<file path="src/rtl/pmp_cfg_regs_if.sv">
// Valid/ready register port between a host (master) and the PMP configuration register file (slave).
interface pmp_cfg_regs_if;
    logic        req_valid_i;
    logic        req_ready_o;
    logic        req_we_i;
    logic [6:0]  req_addr_i;
    logic [31:0] req_wdata_i;
    logic [3:0]  req_wstrb_i;
    logic        rsp_valid_o;
    logic        rsp_ready_i;
    logic [31:0] rsp_rdata_o;
    logic        rsp_error_o;

    modport master (
        output req_valid_i, req_we_i, req_addr_i, req_wdata_i, req_wstrb_i, rsp_ready_i,
        input  req_ready_o, rsp_valid_o, rsp_rdata_o, rsp_error_o
    );

    modport slave (
        input  req_valid_i, req_we_i, req_addr_i, req_wdata_i, req_wstrb_i, rsp_ready_i,
        output req_ready_o, rsp_valid_o, rsp_rdata_o, rsp_error_o
    );
endinterface

</file>
<file path="src/rtl/pmp_cfg_regs.sv">
// IO-PMP configuration register file: pmpcfg/pmpaddr storage with lock and WARL legalisation,
// driving the combinational PMP checker directly from the stored state.
module pmp_cfg_regs #(
    parameter int unsigned PMP_LEN        = 32,
    parameter int unsigned NR_ENTRIES     = 4,
    parameter int unsigned PMPGranularity = 0
) (
    input  logic                      clk_i,
    input  logic                      rst_ni,
    pmp_cfg_regs_if.slave             bus,
    output logic [15:0][7:0]          conf_o,
    output logic [15:0][PMP_LEN-1:0]  conf_addr_o,
    output logic                      cfg_update_o
);
    localparam logic [1:0] A_OFF   = 2'd0;
    localparam logic [1:0] A_TOR   = 2'd1;
    localparam logic [1:0] A_NA4   = 2'd2;
    localparam logic [1:0] A_NAPOT = 2'd3;

    localparam logic [16:0] IMPL_W  = (17'd1 << NR_ENTRIES) - 17'd1;
    localparam logic [15:0] IMPL    = IMPL_W[15:0];
    localparam logic [31:0] GMASK_W = (PMPGranularity >= 1) ? ((32'd1 << PMPGranularity) - 32'd1) : 32'd0;
    localparam logic [31:0] NMASK_W = (PMPGranularity >= 2) ? ((32'd1 << (PMPGranularity - 1)) - 32'd1) : 32'd0;
    localparam logic [PMP_LEN-1:0] GMASK = GMASK_W[PMP_LEN-1:0];
    localparam logic [PMP_LEN-1:0] NMASK = NMASK_W[PMP_LEN-1:0];

    logic [15:0][7:0]         cfg_q, cfg_d;
    logic [15:0][PMP_LEN-1:0] addr_q, addr_d;
    logic                     rsp_valid_q, rsp_error_q, upd_q;
    logic [31:0]              rsp_rdata_q;

    logic                     accept, cfg_hit, addr_hit, dec_err, tor_lock;
    logic [1:0]               cfg_word;
    logic [3:0]               addr_idx, ent;
    logic [31:0]              merged, rd_val;
    logic [PMP_LEN-1:0]       rd_addr;
    logic [1:0]               rd_a;

    assign bus.req_ready_o = !rsp_valid_q || bus.rsp_ready_i;
    assign accept          = bus.req_valid_i && bus.req_ready_o;

    assign cfg_hit  = (bus.req_addr_i[1:0] == 2'b00) && (bus.req_addr_i[6:4] == 3'b000);
    assign addr_hit = (bus.req_addr_i[1:0] == 2'b00) && bus.req_addr_i[6];
    assign dec_err  = !(cfg_hit || addr_hit);
    assign cfg_word = bus.req_addr_i[3:2];
    assign addr_idx = bus.req_addr_i[5:2];

    function automatic logic [7:0] legal_cfg(input logic [7:0] b);
        logic [7:0] r;
        r      = b;
        r[6:5] = 2'b00;
        if (!r[0] && r[1]) r[1] = 1'b0;
        if ((PMPGranularity >= 1) && (r[4:3] == A_NA4)) r[4:3] = A_OFF;
        return r;
    endfunction

    // All lock checks look at cfg_q, so a lock set by this write only affects later requests.
    always_comb begin
        cfg_d    = cfg_q;
        addr_d   = addr_q;
        ent      = '0;
        merged   = 32'(addr_q[addr_idx]);
        tor_lock = (addr_idx != 4'hF) && cfg_q[addr_idx + 4'd1][7] &&
                   (cfg_q[addr_idx + 4'd1][4:3] == A_TOR);
        for (int k = 0; k < 4; k++) begin
            ent = {cfg_word, 2'(k)};
            if (accept && bus.req_we_i && cfg_hit && bus.req_wstrb_i[k] && IMPL[ent] && !cfg_q[ent][7])
                cfg_d[ent] = legal_cfg(bus.req_wdata_i[8*k +: 8]);
        end
        for (int b = 0; b < 4; b++) begin
            if (bus.req_wstrb_i[b]) merged[8*b +: 8] = bus.req_wdata_i[8*b +: 8];
        end
        if (accept && bus.req_we_i && addr_hit && IMPL[addr_idx] && !cfg_q[addr_idx][7] && !tor_lock)
            addr_d[addr_idx] = merged[PMP_LEN-1:0] & ~GMASK;
    end

    always_comb begin
        rd_val  = '0;
        rd_a    = cfg_q[addr_idx][4:3];
        rd_addr = addr_q[addr_idx];
        if (rd_a == A_NAPOT) rd_addr = rd_addr | NMASK;
        if (rd_a == A_OFF || rd_a == A_TOR) rd_addr = rd_addr & ~GMASK;
        if (cfg_hit)
            rd_val = {cfg_q[{cfg_word, 2'd3}], cfg_q[{cfg_word, 2'd2}],
                      cfg_q[{cfg_word, 2'd1}], cfg_q[{cfg_word, 2'd0}]};
        else if (addr_hit)
            rd_val = 32'(rd_addr);
    end

    always_ff @(posedge clk_i) begin
        if (!rst_ni) begin
            cfg_q       <= '0;
            addr_q      <= '0;
            rsp_valid_q <= 1'b0;
            rsp_rdata_q <= '0;
            rsp_error_q <= 1'b0;
            upd_q       <= 1'b0;
        end else begin
            cfg_q  <= cfg_d;
            addr_q <= addr_d;
            upd_q  <= (cfg_d != cfg_q) || (addr_d != addr_q);
            if (accept) begin
                rsp_valid_q <= 1'b1;
                rsp_rdata_q <= bus.req_we_i ? 32'd0 : rd_val;
                rsp_error_q <= dec_err;
            end else if (bus.rsp_ready_i) begin
                rsp_valid_q <= 1'b0;
            end
        end
    end

    assign bus.rsp_valid_o = rsp_valid_q;
    assign bus.rsp_rdata_o = rsp_rdata_q;
    assign bus.rsp_error_o = rsp_error_q;
    assign conf_o          = cfg_q;
    assign conf_addr_o     = addr_q;
    assign cfg_update_o    = upd_q;
endmodule
</file>
<file path="src/flat_wrapper.sv">
// flat-port wrapper written by rule: the top's interface ports become plain ports
module pmp_cfg_regs_flat 
#(
    parameter int unsigned PMP_LEN        = 32,
    parameter int unsigned NR_ENTRIES     = 4,
    parameter int unsigned PMPGranularity = 0
)
  (clk_i, rst_ni, conf_o, conf_addr_o, cfg_update_o, bus_req_valid_i, bus_req_we_i, bus_req_addr_i, bus_req_wdata_i, bus_req_wstrb_i, bus_rsp_ready_i, bus_req_ready_o, bus_rsp_valid_o, bus_rsp_rdata_o, bus_rsp_error_o);
  pmp_cfg_regs_if bus_i ();
  input  logic clk_i;
  input  logic rst_ni;
  output logic [15:0][7:0] conf_o;
  output logic [15:0][PMP_LEN-1:0] conf_addr_o;
  output logic cfg_update_o;
  input wire logic [$bits(bus_i.req_valid_i)-1:0] bus_req_valid_i;
  input wire logic [$bits(bus_i.req_we_i)-1:0] bus_req_we_i;
  input wire logic [$bits(bus_i.req_addr_i)-1:0] bus_req_addr_i;
  input wire logic [$bits(bus_i.req_wdata_i)-1:0] bus_req_wdata_i;
  input wire logic [$bits(bus_i.req_wstrb_i)-1:0] bus_req_wstrb_i;
  input wire logic [$bits(bus_i.rsp_ready_i)-1:0] bus_rsp_ready_i;
  output wire logic [$bits(bus_i.req_ready_o)-1:0] bus_req_ready_o;
  output wire logic [$bits(bus_i.rsp_valid_o)-1:0] bus_rsp_valid_o;
  output wire logic [$bits(bus_i.rsp_rdata_o)-1:0] bus_rsp_rdata_o;
  output wire logic [$bits(bus_i.rsp_error_o)-1:0] bus_rsp_error_o;
  assign bus_i.req_valid_i = bus_req_valid_i;
  assign bus_i.req_we_i = bus_req_we_i;
  assign bus_i.req_addr_i = bus_req_addr_i;
  assign bus_i.req_wdata_i = bus_req_wdata_i;
  assign bus_i.req_wstrb_i = bus_req_wstrb_i;
  assign bus_i.rsp_ready_i = bus_rsp_ready_i;
  assign bus_req_ready_o = bus_i.req_ready_o;
  assign bus_rsp_valid_o = bus_i.rsp_valid_o;
  assign bus_rsp_rdata_o = bus_i.rsp_rdata_o;
  assign bus_rsp_error_o = bus_i.rsp_error_o;
  pmp_cfg_regs #(.PMP_LEN(PMP_LEN), .NR_ENTRIES(NR_ENTRIES), .PMPGranularity(PMPGranularity)) u_core (.clk_i(clk_i), .rst_ni(rst_ni), .bus(bus_i), .conf_o(conf_o), .conf_addr_o(conf_addr_o), .cfg_update_o(cfg_update_o));
endmodule
</file>
<file path="config.mk">
export PLATFORM = sky130hd
export DESIGN_NAME = pmp_cfg_regs_flat
export DESIGN_NICKNAME = d
export VERILOG_FILES = /design/src/rtl/pmp_cfg_regs_if.sv /design/src/rtl/pmp_cfg_regs.sv /design/src/flat_wrapper.sv
export SDC_FILE = /design/constraint.sdc
export NUM_CORES = 1
export LEC_CHECK = 0
export CAP_MARGIN = 20
export CORE_UTILIZATION = 35
export DETAILED_ROUTE_END_ITERATION = 8
export GPL_TIMING_DRIVEN = 1
export PLACE_DENSITY_LB_ADDON = 0.12
export SLEW_MARGIN = 40
export SYNTH_ARGS = -nofsm -noshare
export SYNTH_HDL_FRONTEND = slang
export SYNTH_SLANG_ARGS = --single-unit
</file>
<file path="constraint.sdc">
create_clock -name clk_i -period 12.2 [get_ports clk_i]
set_input_delay 2.44 -clock clk_i [delete_from_list [all_inputs] [get_ports clk_i]]
set_output_delay 2.44 -clock clk_i [all_outputs]
set_load 0.05 [all_outputs]
</file>
==> results <==
- The flow ran to the end, and the final reports show no timing, DRC or antenna violations.
- Using the TritonRoute via totals, the vias-per-cell ratio works out to 5.903.
- The DRC violations left is 0.
- The depth of the most critical reg-to-reg path is 9.
- In this run the worst hold path is classified as register to register.
- At the worst endpoint, the required time is 12.76 ns.
- Combinational logic is responsible for 8.4% of the overall power.
- The startpoint of the most critical register-to-register path is u_core.conf_addr_o[33].
- The number of global-route vias before repair is 27850.
- The fraction of final layout cells sized beyond drive strength 1 is 9.694%.
- In the final routed layout, each cell accounts on average for 35.20 um.
- The worst hold-check slack is 0.4779 ns.
- The area growth from synthesis to layout is 35.44%.
- The first detailed-routing pass took 7 iterations.
- Yosys mapped the design onto 84 distinct sky130hd cell types.
- The synthesized area per cell is 9.540 um^2.
- The number of instances resized during post-cts repair is 0.
- The flip-flop and latch count after synthesis is 675.
- From left edge to right edge, the die measures 298.2 um.
- Across all layers, the routed design uses 29980 vias.
- The total of buffers placed on input and output ports is 723.
- Counting every net in the synthesized netlist gives 3270.
- The detailed-route wire length is 178700 um.
- The number of buffers created by CTS is 78.
- The fraction of the cycle the final worst path needs is 60.86%.
- The critical path's top delay family is compound AO/OA/AOI/OAI gates.
- Of the total power, the share spent switching nets is 26.42%.
- For the pin with the worst max-slew slack, the measured transition is 0.9550 ns.
- At the later pin of the worst-skew pair, clock insertion delay measures 0.68 ns.
- The die span in y is 298.2 um.
- The die covers 88900 um^2.
- The slack of the worst reg-to-reg path is 7.82 ns.
- The first global-routing pass estimated 241800 um of wire.
- The maximum clock path buffer count is 3.
- Across every metal layer, demand over resource in global routing totals 38.79%.
- The remaining antenna violation count after routing is 0.
- The quantity of hold-fixing buffers added after cts is 0.
- The worst setup path is launched from a primary input.
- Cells fill 47.93% of the core in the end.
- The worst setup path startpoint is bus_req_addr_i[5].
- On the final layout, the worst clock skew is 0.03903 ns.
- The net switching power figure is 1.338 mW.
- Sequential cells were found to cover 44.02% of the synthesized design area.
- The tree is rooted in a sky130_fd_sc_hd__clkbuf_16.
- The shortest clock period the worst path allows after layout is 7.424 ns.
- Of all nets on the critical path, the largest fanout is 53.
- Derived from the worst setup path, the maximum achievable clock frequency is 0.1347 GHz.
- VDD sags by at most 0.08945 mV.
- The clock tree from TritonCTS is yes.
- In this run the most critical hold path is launched from u_core.conf_addr_o[274].
- The tree built by TritonCTS fans out to 675 sinks.
- The number of instances on the worst hold path is 1.
- In this run the count of I/O pins placed on the die edge is 724.
- The final net count is 3916.
- Synthesis produced 3218 cells.
- The largest net degree at the start of global routing is 133.
- The number of antenna violations at the first check in global routing is 7.
- The maximum single-stage delay on the critical path is 0.75 ns.
- The signal on the critical path passes through buf_4, buf_4, nand2_1, o22ai_1, nor2_1, o22ai_1, nor3_1, a221oi_1, o211ai_1, o31ai_1, o2111ai_1, o41a_1.
- The library cells used most frequently in the layout, excluding fill and tap cells, are sky130_fd_sc_hd__clkdlybuf4s50_1, sky130_fd_sc_hd__dfxtp_1, sky130_fd_sc_hd__and2_1.
- The critical path depth in cells is 12.
- The kind of end point of the critical path is a register.
- The final hold violation count is 0.
- For this configuration, the core starts out at a cell density of 35.39%.
- The fraction of registers with async set or reset after synthesis is 0%.
- The number of rows created at floorplan is 108.
- Dividing total power by cell area gives a power density of 121.8 nW/um^2.
- The max-slew headroom at the worst pin is 36.33%.
- Setup repair after global routing left no endpoint under its margin.
- Setup violations remaining at the end of the flow were counted as 0.
- The cell area that synthesis handed to floorplanning was 30700 um^2.
- The static leakage is 15.10 nW.
- For this run, the number of Yosys warnings is 0.
- Leaving out fill and tap cells, the most frequent cell in the layout is sky130_fd_sc_hd__clkdlybuf4s50_1.
- Routability-driven placement finished with a final weighted congestion of 1.045.
- The critical path contains buffers and inverters numbering 2 combined.
- The final count of pins violating max slew is 0.
- Across the run, the number of max-cap violations was 0.
- After the first detailed-routing iteration, the DRC count stood at 4054.
- The H-tree was split into 3 levels.
- The region available for standard cell placement spans 86750 um^2.
- The top flip-flop cell by instance count after synthesis is sky130_fd_sc_hd__dfxtp_1.
- The largest individual stage delay along the critical path comes from the cell sky130_fd_sc_hd__o22ai_1.
- In the final timing run, aggregate negative setup slack is 0 ns.
- The data arrival time at the worst-slack endpoint is 7.98 ns.
- The number of flops mapped to enable cells by yosys is 0.
- The portion of total power attributed to sequential cells is 43.6%.
- After synthesis, the cell types taking the most area are sky130_fd_sc_hd__dfxtp_1, sky130_fd_sc_hd__and2_1, sky130_fd_sc_hd__mux4_2.
- The internal power of the cells totals 3.725 mW.
- The post-detailed-placement half-perimeter wirelength is 136400 um.
- The overall overflow remaining after global route is 0.
- The critical setup path kind is primary input to register.
- The clock transition at the register clock pins on the worst setup and hold paths after CTS is 0.06 ns.
- The fraction of power consumed by the clock network is 48.0%.
- sky130_fd_sc_hd__dfxtp_1 takes more of the synthesized area than any other cell.
- The number of setup buffers added after CTS is 0.
- The share of the synthesized area in the top cell type is 44.02%.
-- Yosys cell counts, drive strengths merged (26+ instances only) --
library cell  count
and2            402
nor3             40
xor2             26
a21oi           127
xnor2            32
nand2           242
a211oi           71
mux2i           180
inv              85
nand3            27
a22o             35
and3             30
a22oi            71
o21ai            80
mux4             99
o22ai            64
clkbuf          164
mux2             40
buf              73
dfxtp           675
nor2            321
-- stage by stage --
stage | area [um^2] | std cells | power [mW] | worst slack (ns)
floorplan | 30700 | 3218 | 2.491 | 5.892
global placement | 38870 | 4937 | 2.662 | 4.267
detailed placement | 38950 | 4939 | 2.663 | 4.332
CTS | 41560 | 5075 | 5.066 | 4.984
global route | 41570 | 5075 | 5.174 | 4.990
finish | 41580 | 5078 | 5.063 | 4.776
-- flip-flops by register name, summed over array words and instances, names as in the netlist --
| name | count |
|---|---|
| u_core.conf_addr_o | 512 |
| u_core.bus.rsp_error_o | 1 |
| u_core.bus.rsp_rdata_o | 32 |
| u_core.cfg_update_o | 1 |
| u_core.conf_o | 128 |
| u_core.bus.rsp_valid_o | 1 |
-- power groups by stage --
stage | Sequential, mW | Combinational [mW] | Clock, mW
finish | 2.21 | 0.425 | 2.43
global route | 2.21 | 0.429 | 2.54
CTS | 2.21 | 0.408 | 2.45
detailed placement | 2.26 | 0.407 | 0
global placement | 2.26 | 0.406 | 0
floorplan | 2.26 | 0.231 | 0
-- metal layers --
layer | up-vias | GRT usage, % | wire, um
li1 | 12840 | - | -
met1 | 14730 | 49.20 | 70320
met2 | 1996 | 60.81 | 80050
met3 | 408 | 10.71 | 18540
met4 | 8 | 18.29 | 9754
met5 | - | 0 | 59
-- final timing paths --
path / to
min: u_core.conf_addr_o[274]
min reg2reg: u_core.conf_addr_o[274]
max reg2reg: u_core.cfg_update_o
max: u_core.cfg_update_o
-- kinds of logic (layout without fill, tap and decap cells) --
logic type | count (synthesis) | count (layout) | synth area share (%)
and+or+nand+nor | 1194 | 1194 | 19.76
muxes | 319 | 319 | 14.64
adders and majority gates | 4 | 4 | 0.1630
xor gates and xnor gates | 58 | 58 | 1.655
AOI/OAI and AO/OA | 643 | 643 | 14.89
other | 0 | 3 | 0
buffers and inverters | 325 | 1027 | 4.883
DFF | 675 | 675 | 44.02
-- final cells by class --
class                   count  area [um^2]
fillers                  8218        45170
well taps                1155         1445
inverters                  88        337.8
clock buffers             118         2282
multi-input cells        2218        15800
clock inverters            18        325.3
flip-flops and latches    675        13510
repair buffers            803         7866
diodes                      3        7.507
(Power assumes the default switching activity.)
